File: config.mk
export PLATFORM = sky130hd
export DESIGN_NAME = regfile_wb_ctrl
export DESIGN_NICKNAME = d
export VERILOG_FILES = /design/src/rtl/regfile_wb_ctrl.sv
export SDC_FILE = /design/constraint.sdc
export NUM_CORES = 1
export LEC_CHECK = 0
export CORE_MARGIN = 2
export CORE_UTILIZATION = 35
export CTS_BUF_LIST = sky130_fd_sc_hd__clkbuf_4 sky130_fd_sc_hd__clkbuf_8 sky130_fd_sc_hd__clkbuf_16
export DETAILED_ROUTE_END_ITERATION = 8
export PLACE_DENSITY = 0.54
export SLEW_MARGIN = 20
export SYNTH_ARGS = -nofsm -noshare
export SYNTH_HDL_FRONTEND = slang
export SYNTH_SLANG_ARGS = --single-unit
File: constraint.sdc
create_clock -name clk -period 3.3 [get_ports clk]
set_clock_uncertainty 0.15 [all_clocks]
set_input_delay 0.99 -clock clk [delete_from_list [all_inputs] [get_ports clk]]
set_output_delay 0.99 -clock clk [all_outputs]
set_load 0.02 [all_outputs]
File: src/rtl/regfile_wb_ctrl.sv
// regfile_wb_ctrl: register-file write-back arbiter.
// Two write sources share one register-file write port. The pipeline source (A)
// has no backpressure and always wins. The multicycle source (B) is buffered in
// a DEPTH-entry FIFO and drains whenever A is idle. The selected write is
// presented on registered we/waddr/wdata one cycle later.
// Writes to register 0 are swallowed: an A write to r0 issues nothing, and a
// B write to r0 is handshaken but never buffered.
// Optional feature macro WB_FWD_EN adds a combinational probe that reports the
// youngest still-buffered B write to a given register.
module regfile_wb_ctrl #(
   parameter int DEPTH = 4
) (
   input  logic                     clk,
   input  logic                     rst,
   input  logic                     a_valid,
   input  logic [4:0]               a_waddr,
   input  logic [31:0]              a_wdata,
   input  logic                     b_valid,
   output logic                     b_ready,
   input  logic [4:0]               b_waddr,
   input  logic [31:0]              b_wdata,
   output logic                     we,
   output logic [4:0]               waddr,
   output logic [31:0]              wdata,
   output logic [$clog2(DEPTH):0]   b_count
`ifdef WB_FWD_EN
   ,
   input  logic [4:0]               fwd_raddr,
   output logic                     fwd_hit,
   output logic [31:0]              fwd_data
`endif
);

   localparam int PW = $clog2(DEPTH);
   localparam int CW = PW + 1;
   localparam logic [CW-1:0] FULL_C = CW'(DEPTH);

   logic [4:0]    fifo_addr_q [DEPTH];
   logic [31:0]   fifo_data_q [DEPTH];
   logic [PW-1:0] wr_ptr_q, wr_ptr_d;
   logic [PW-1:0] rd_ptr_q, rd_ptr_d;
   logic [CW-1:0] count_q, count_d;

   logic          we_q, we_d;
   logic [4:0]    waddr_q, waddr_d;
   logic [31:0]   wdata_q, wdata_d;

   logic          b_ready_c;
   logic          enq;
   logic          deq;

   // Handshake, arbitration and next-state for FIFO bookkeeping and write port.
   always_comb begin
      // b_ready depends only on the registered count; a same-cycle dequeue
      // does not open a slot until the next cycle.
      b_ready_c = (count_q != FULL_C);
      enq       = b_valid && b_ready_c && (b_waddr != 5'd0);
      deq       = !a_valid && (count_q != '0);

      we_d      = 1'b0;
      waddr_d   = waddr_q;
      wdata_d   = wdata_q;
      if (a_valid) begin
         if (a_waddr != 5'd0) begin
            we_d    = 1'b1;
            waddr_d = a_waddr;
            wdata_d = a_wdata;
         end
      end else if (deq) begin
         we_d    = 1'b1;
         waddr_d = fifo_addr_q[rd_ptr_q];
         wdata_d = fifo_data_q[rd_ptr_q];
      end

      // Pointer arithmetic wraps naturally because DEPTH is a power of two.
      wr_ptr_d = enq ? wr_ptr_q + PW'(1) : wr_ptr_q;
      rd_ptr_d = deq ? rd_ptr_q + PW'(1) : rd_ptr_q;

      count_d = count_q;
      case ({enq, deq})
         2'b10:   count_d = count_q + CW'(1);
         2'b01:   count_d = count_q - CW'(1);
         default: count_d = count_q;
      endcase
   end

   // Control state and registered write port, synchronously cleared.
   always_ff @(posedge clk) begin
      if (rst) begin
         wr_ptr_q <= '0;
         rd_ptr_q <= '0;
         count_q  <= '0;
         we_q     <= 1'b0;
         waddr_q  <= '0;
         wdata_q  <= '0;
      end else begin
         wr_ptr_q <= wr_ptr_d;
         rd_ptr_q <= rd_ptr_d;
         count_q  <= count_d;
         we_q     <= we_d;
         waddr_q  <= waddr_d;
         wdata_q  <= wdata_d;
      end
   end

   // FIFO storage; contents need no reset since count_q gates validity.
   always_ff @(posedge clk) begin
      if (!rst && enq) begin
         fifo_addr_q[wr_ptr_q] <= b_waddr;
         fifo_data_q[wr_ptr_q] <= b_wdata;
      end
   end

   assign b_ready = b_ready_c;
   assign we      = we_q;
   assign waddr   = waddr_q;
   assign wdata   = wdata_q;
   assign b_count = count_q;

`ifdef WB_FWD_EN
   logic [PW-1:0] fwd_idx;

   // Scan live entries oldest to youngest so the last match is the youngest.
   // The outgoing write register is deliberately not searched: the register
   // file bypasses that one itself.
   always_comb begin
      fwd_hit  = 1'b0;
      fwd_data = '0;
      fwd_idx  = '0;
      for (int i = 0; i < DEPTH; i++) begin
         fwd_idx = rd_ptr_q + PW'(i);
         if ((CW'(i) < count_q) && (fwd_raddr != 5'd0) &&
             (fifo_addr_q[fwd_idx] == fwd_raddr)) begin
            fwd_hit  = 1'b1;
            fwd_data = fifo_data_q[fwd_idx];
         end
      end
      if (rst) begin
         fwd_hit  = 1'b0;
         fwd_data = '0;
      end
   end
`endif

endmodule
==> load_flow_metrics.sql <==
INSERT INTO impl_metrics (metric_group, metric, value, unit) VALUES
('setup_path', 'cp_max_fo', '2', ''),
('worst_hold_path', 'min_from', 'wr_ptr_q[1]$_SDFFE_PP0P_', ''),
('global_route', 'grt_util_all_layers', '17.5', '%'),
('detailed_routing', 'ant_nets', '0', ''),
('worst_hold_path', 'whs_path_depth', '2', ''),
('worst_hold_path', 'hold_class', 'reg2reg', ''),
('global_route', 'largest_net_degree_at_the_start_of_global_routing', '43', ''),
('yosys', 'syn-num-nets', '597', ''),
('global_route', 'grt_antenna_before_repair', '0', ''),
('clock_tree', 'cts.sinks', '195', ''),
('yosys', 'synth_seq_cells', '195', ''),
('timing', 'max_slew.worst_pin.slew', '0.702', 'ns'),
('power', 'total_switching_power', '2.18', 'mW'),
('final_layout', 'final_layout_size_suffix_gt1_share', '23.5', '%'),
('clock_tree', 'worst_skew_pair.late_latency', '0.44', 'ns'),
('power', 'power_switching_share', '31.1', '%'),
('global_route', 'via_count_of_the_first_global_routing_pass', '5370', ''),
('job', 'timing.max_cap.violations', '0', ''),
('yosys', 'yosys.cell_types.count', '31', ''),
('yosys', 'syn_inst', '513', ''),
('detailed_routing', 'detail_route.wl_per_cell', '22.0', 'um'),
('yosys', 'synth_flop_cell', 'sky130_fd_sc_hd__edfxtp_1', ''),
('floorplanning', 'floorplan.die.height', '154', 'um'),
('yosys', 'synth-edff-count', '148', ''),
('yosys', 'asyncSetResetFlopFracSynth', '0', '%'),
('worst_hold_path', 'worstHoldEndpoint', 'wr_ptr_q[1]$_SDFFE_PP0P_', ''),
('setup_path', 'crit-reg2reg-capture', 'b_count[2]$_SDFFE_PP0P_', ''),
('floorplanning', 'initial_core_util', '35.8', '%'),
('setup_path', 'crit_path_end_kind', 'register', ''),
('setup_path', 'crit_path_top_delay_cell', 'sky130_fd_sc_hd__or4_1', ''),
('detailed_routing', 'first_pass_iters', '7', ''),
('power', 'combinationalPowerShare', '26.3', '%'),
('clock_tree', 'holdBufCountCts', '0', ''),
('floorplanning', 'fp.dieArea', '23700', 'um2'),
('floorplanning', 'io_pins', '120', ''),
('clock_tree', 'numCtsBuffers', '17', ''),
('floorplanning', 'design.core.area', '22000', 'um2'),
('clock_tree', 'tritoncts_clock_tree', 'yes', ''),
('power', 'powerDensity', '684', 'nW/um2'),
('timing', 'timing.final.hold_violations', '0', ''),
('timing', 'rsz0062_at_grt', 'no', ''),
('setup_path', 'worst_path_largest_cell_delay', '0.53', 'ns'),
('setup_path', 'critPathMostFrequentCell', 'sky130_fd_sc_hd__inv_1', ''),
('power', 'power.static_leakage', '3.35', 'nW'),
('outcome', 'status', 'complete, no violations', ''),
('timing', 'finalSetupViolCount', '0', ''),
('placed_design', 'portBuffers', '119', ''),
('timing', 'fin_tns_setup', '0', 'ns'),
('yosys', 'netlist_area', '7870', 'um2'),
('power', 'seqPwrFrac', '44.8', '%'),
('final_layout', 'fillerInstances', '1918', ''),
('clock_tree', 'buffer_depth_of_the_longest_clock_path', '2', ''),
('timing', 'fin_hold_ws', '0.354', 'ns'),
('setup_path', 'required', '3.52', 'ns'),
('placed_design', 'dpl_worst_slack', '-0.368', 'ns'),
('detailed_routing', 'detail_route.wirelength', '20.4', 'mm'),
('detailed_routing', 'routed-via-count', '5231', ''),
('final_layout', 'flow.area_growth_from_synthesis', '29.9', '%'),
('yosys', 'syn-mean-instance-area', '15.3', 'um2'),
('power', 'clock_power_share', '28.9', '%'),
('timing', 'final_critical_path_setup_slack', '0.110', 'ns'),
('timing', 'final_period_minus_worst_setup_slack', '3.19', 'ns'),
('timing', 'maxSlewHeadroom', '53.1', '%'),
('global_route', 'global_route_wire_length_before_repair', '31.2', 'mm'),
('clock_tree', 'cts-root-buf', 'sky130_fd_sc_hd__clkbuf_16', ''),
('setup_path', 'critical_path_class', 'in2reg', ''),
('setup_path', 'r2r_setup_slack', '0.82', 'ns'),
('clock_tree', 'htree_levels', '4', ''),
('yosys', 'yosysWarningCount', '0', ''),
('power', 'peakVddDrop', '0.382', 'mV'),
('timing', 'finalMaxSlewViolations', '0', '');
-- critical path: cells and delay by family --
family / cells / cell delay (ns)
XOR/XNOR: 1 / 0.15
buffers and inverters: 3 / 0.53
adder cells (fa/ha/maj): 2 / 0.51
AO/OA/AOI/OAI: 2 / 0.39
AND/OR/NAND/NOR: 2 / 0.84
-- synth_stat cells, types with 2 or more instances --
master	count	area share, %
sky130_fd_sc_hd__buf_6	2	0.29
sky130_fd_sc_hd__mux2_2	74	11
sky130_fd_sc_hd__or3_1	39	3.1
sky130_fd_sc_hd__o21ai_0	2	0.13
sky130_fd_sc_hd__buf_2	7	0.45
sky130_fd_sc_hd__dfxtp_1	47	12
sky130_fd_sc_hd__nor2_1	7	0.33
sky130_fd_sc_hd__inv_1	7	0.33
sky130_fd_sc_hd__a222oi_1	37	4.7
sky130_fd_sc_hd__nand2_1	2	0.095
sky130_fd_sc_hd__xor2_1	2	0.22
sky130_fd_sc_hd__a21oi_1	42	2.7
sky130_fd_sc_hd__edfxtp_1	148	56
sky130_fd_sc_hd__and3_1	4	0.32
sky130_fd_sc_hd__ha_1	5	0.80
sky130_fd_sc_hd__o221ai_1	37	4.1
sky130_fd_sc_hd__or4_1	3	0.29
sky130_fd_sc_hd__clkbuf_1	35	1.7
-- routing by layer --
metal / track usage [%] / vias to the layer above / part of all wire, %
li1: - / 2364 / -
met1: 22.8 / 2642 / 43
met2: 29.3 / 204 / 50
met3: 3.69 / 21 / 6.1
met4: 5.25 / 0 / 1.4
met5: 0 / - / 0
-- timing repair --
| action | 4_1_cts | 5_1_grt |
|---|---|---|
| hold endpoints to repair | 0 | 0 |
| resized for setup | 0 | 2 |
| endpoints found under the setup margin | 0 | 1 |
| setup buffers | 0 | 1 |
-- flip-flops by register name (all words and copies together) (netlist names), named ones only --
signal	flops
rd_ptr_q	2
fifo_data_q	128
b_count	3
wdata	32
waddr	5
we	1
wr_ptr_q	2
fifo_addr_q	20
-- logic make-up after synthesis --
logic type	synth area share [%]
xor+xnor	0.223
simple gates	4.60
buf+inv	2.88
mux	10.9
fa+ha+maj	1.05
compound gates	12.0
flops	68.4
-- worst max path at each step --
stage               start                       to  slack, ns
6_report       b_waddr[0]  b_count[2]$_SDFFE_PP0P_       0.11
5_1_grt        b_waddr[0]  b_count[2]$_SDFFE_PP0P_       0.04
4_1_cts        b_waddr[0]  b_count[2]$_SDFFE_PP0P_       0.09
3_5_place_dp   b_waddr[0]  b_count[2]$_SDFFE_PP0P_      -0.37
3_3_place_gp   b_waddr[0]  b_count[2]$_SDFFE_PP0P_      -0.30
2_1_floorplan  b_waddr[0]  b_count[2]$_SDFFE_PP0P_        0.1
-- cells in the final DEF, fill, tap and decap left out, types with 2 or more instances in the layout --
cell type and count:
sky130_fd_sc_hd__edfxtp_1 148, sky130_fd_sc_hd__clkdlybuf4s50_1 117, sky130_fd_sc_hd__mux2_2 74, sky130_fd_sc_hd__dfxtp_1 46, sky130_fd_sc_hd__a21oi_1 42, sky130_fd_sc_hd__or3_1 39
sky130_fd_sc_hd__a222oi_1 37, sky130_fd_sc_hd__o221ai_1 37, sky130_fd_sc_hd__buf_4 20, sky130_fd_sc_hd__clkbuf_16 17, sky130_fd_sc_hd__buf_12 10, sky130_fd_sc_hd__inv_1 7
sky130_fd_sc_hd__nor2_1 6, sky130_fd_sc_hd__inv_6 6, sky130_fd_sc_hd__and3_2 4, sky130_fd_sc_hd__ha_1 4, sky130_fd_sc_hd__inv_8 4, sky130_fd_sc_hd__clkinv_4 3
sky130_fd_sc_hd__or4_1 2, sky130_fd_sc_hd__nand2_1 2, sky130_fd_sc_hd__xor2_1 2, sky130_fd_sc_hd__o21ai_0 2, sky130_fd_sc_hd__clkinv_8 2, sky130_fd_sc_hd__buf_2 2
sky130_fd_sc_hd__buf_16 2
-- power by group through the flow --
stage               clock, mW  combinational, mW  sequential [mW]
finish                   2.02               1.84             3.13
global route             2.16               1.97             3.17
detailed placement          0               1.84             3.18
global placement            0               1.78             3.17
floorplan                   0              0.801             3.32
CTS                      2.06               1.85             3.13
-- cell type report --
class | count | area, um2 | share of cell area [%]
clock inverter | 15 | 156 | 1.53
tap | 280 | 350 | 3.43
sequential | 195 | 5390 | 52.7
inverter | 8 | 30.0 | 0.294
clock buffer | 17 | 425 | 4.16
multi-input combinational | 265 | 2280 | 22.4
timing repair buffer | 151 | 1590 | 15.5
-- through the flow --
stage	instances	cell area, um2	util, %
global placement	896	9570	43.6
floorplan	513	7870	-
global route	931	10200	46.6
detailed placement	898	9630	43.8
CTS	930	10200	46.5
finish	931	10200	46.6
No activity file was read; power rests on OpenSTA's default activity.
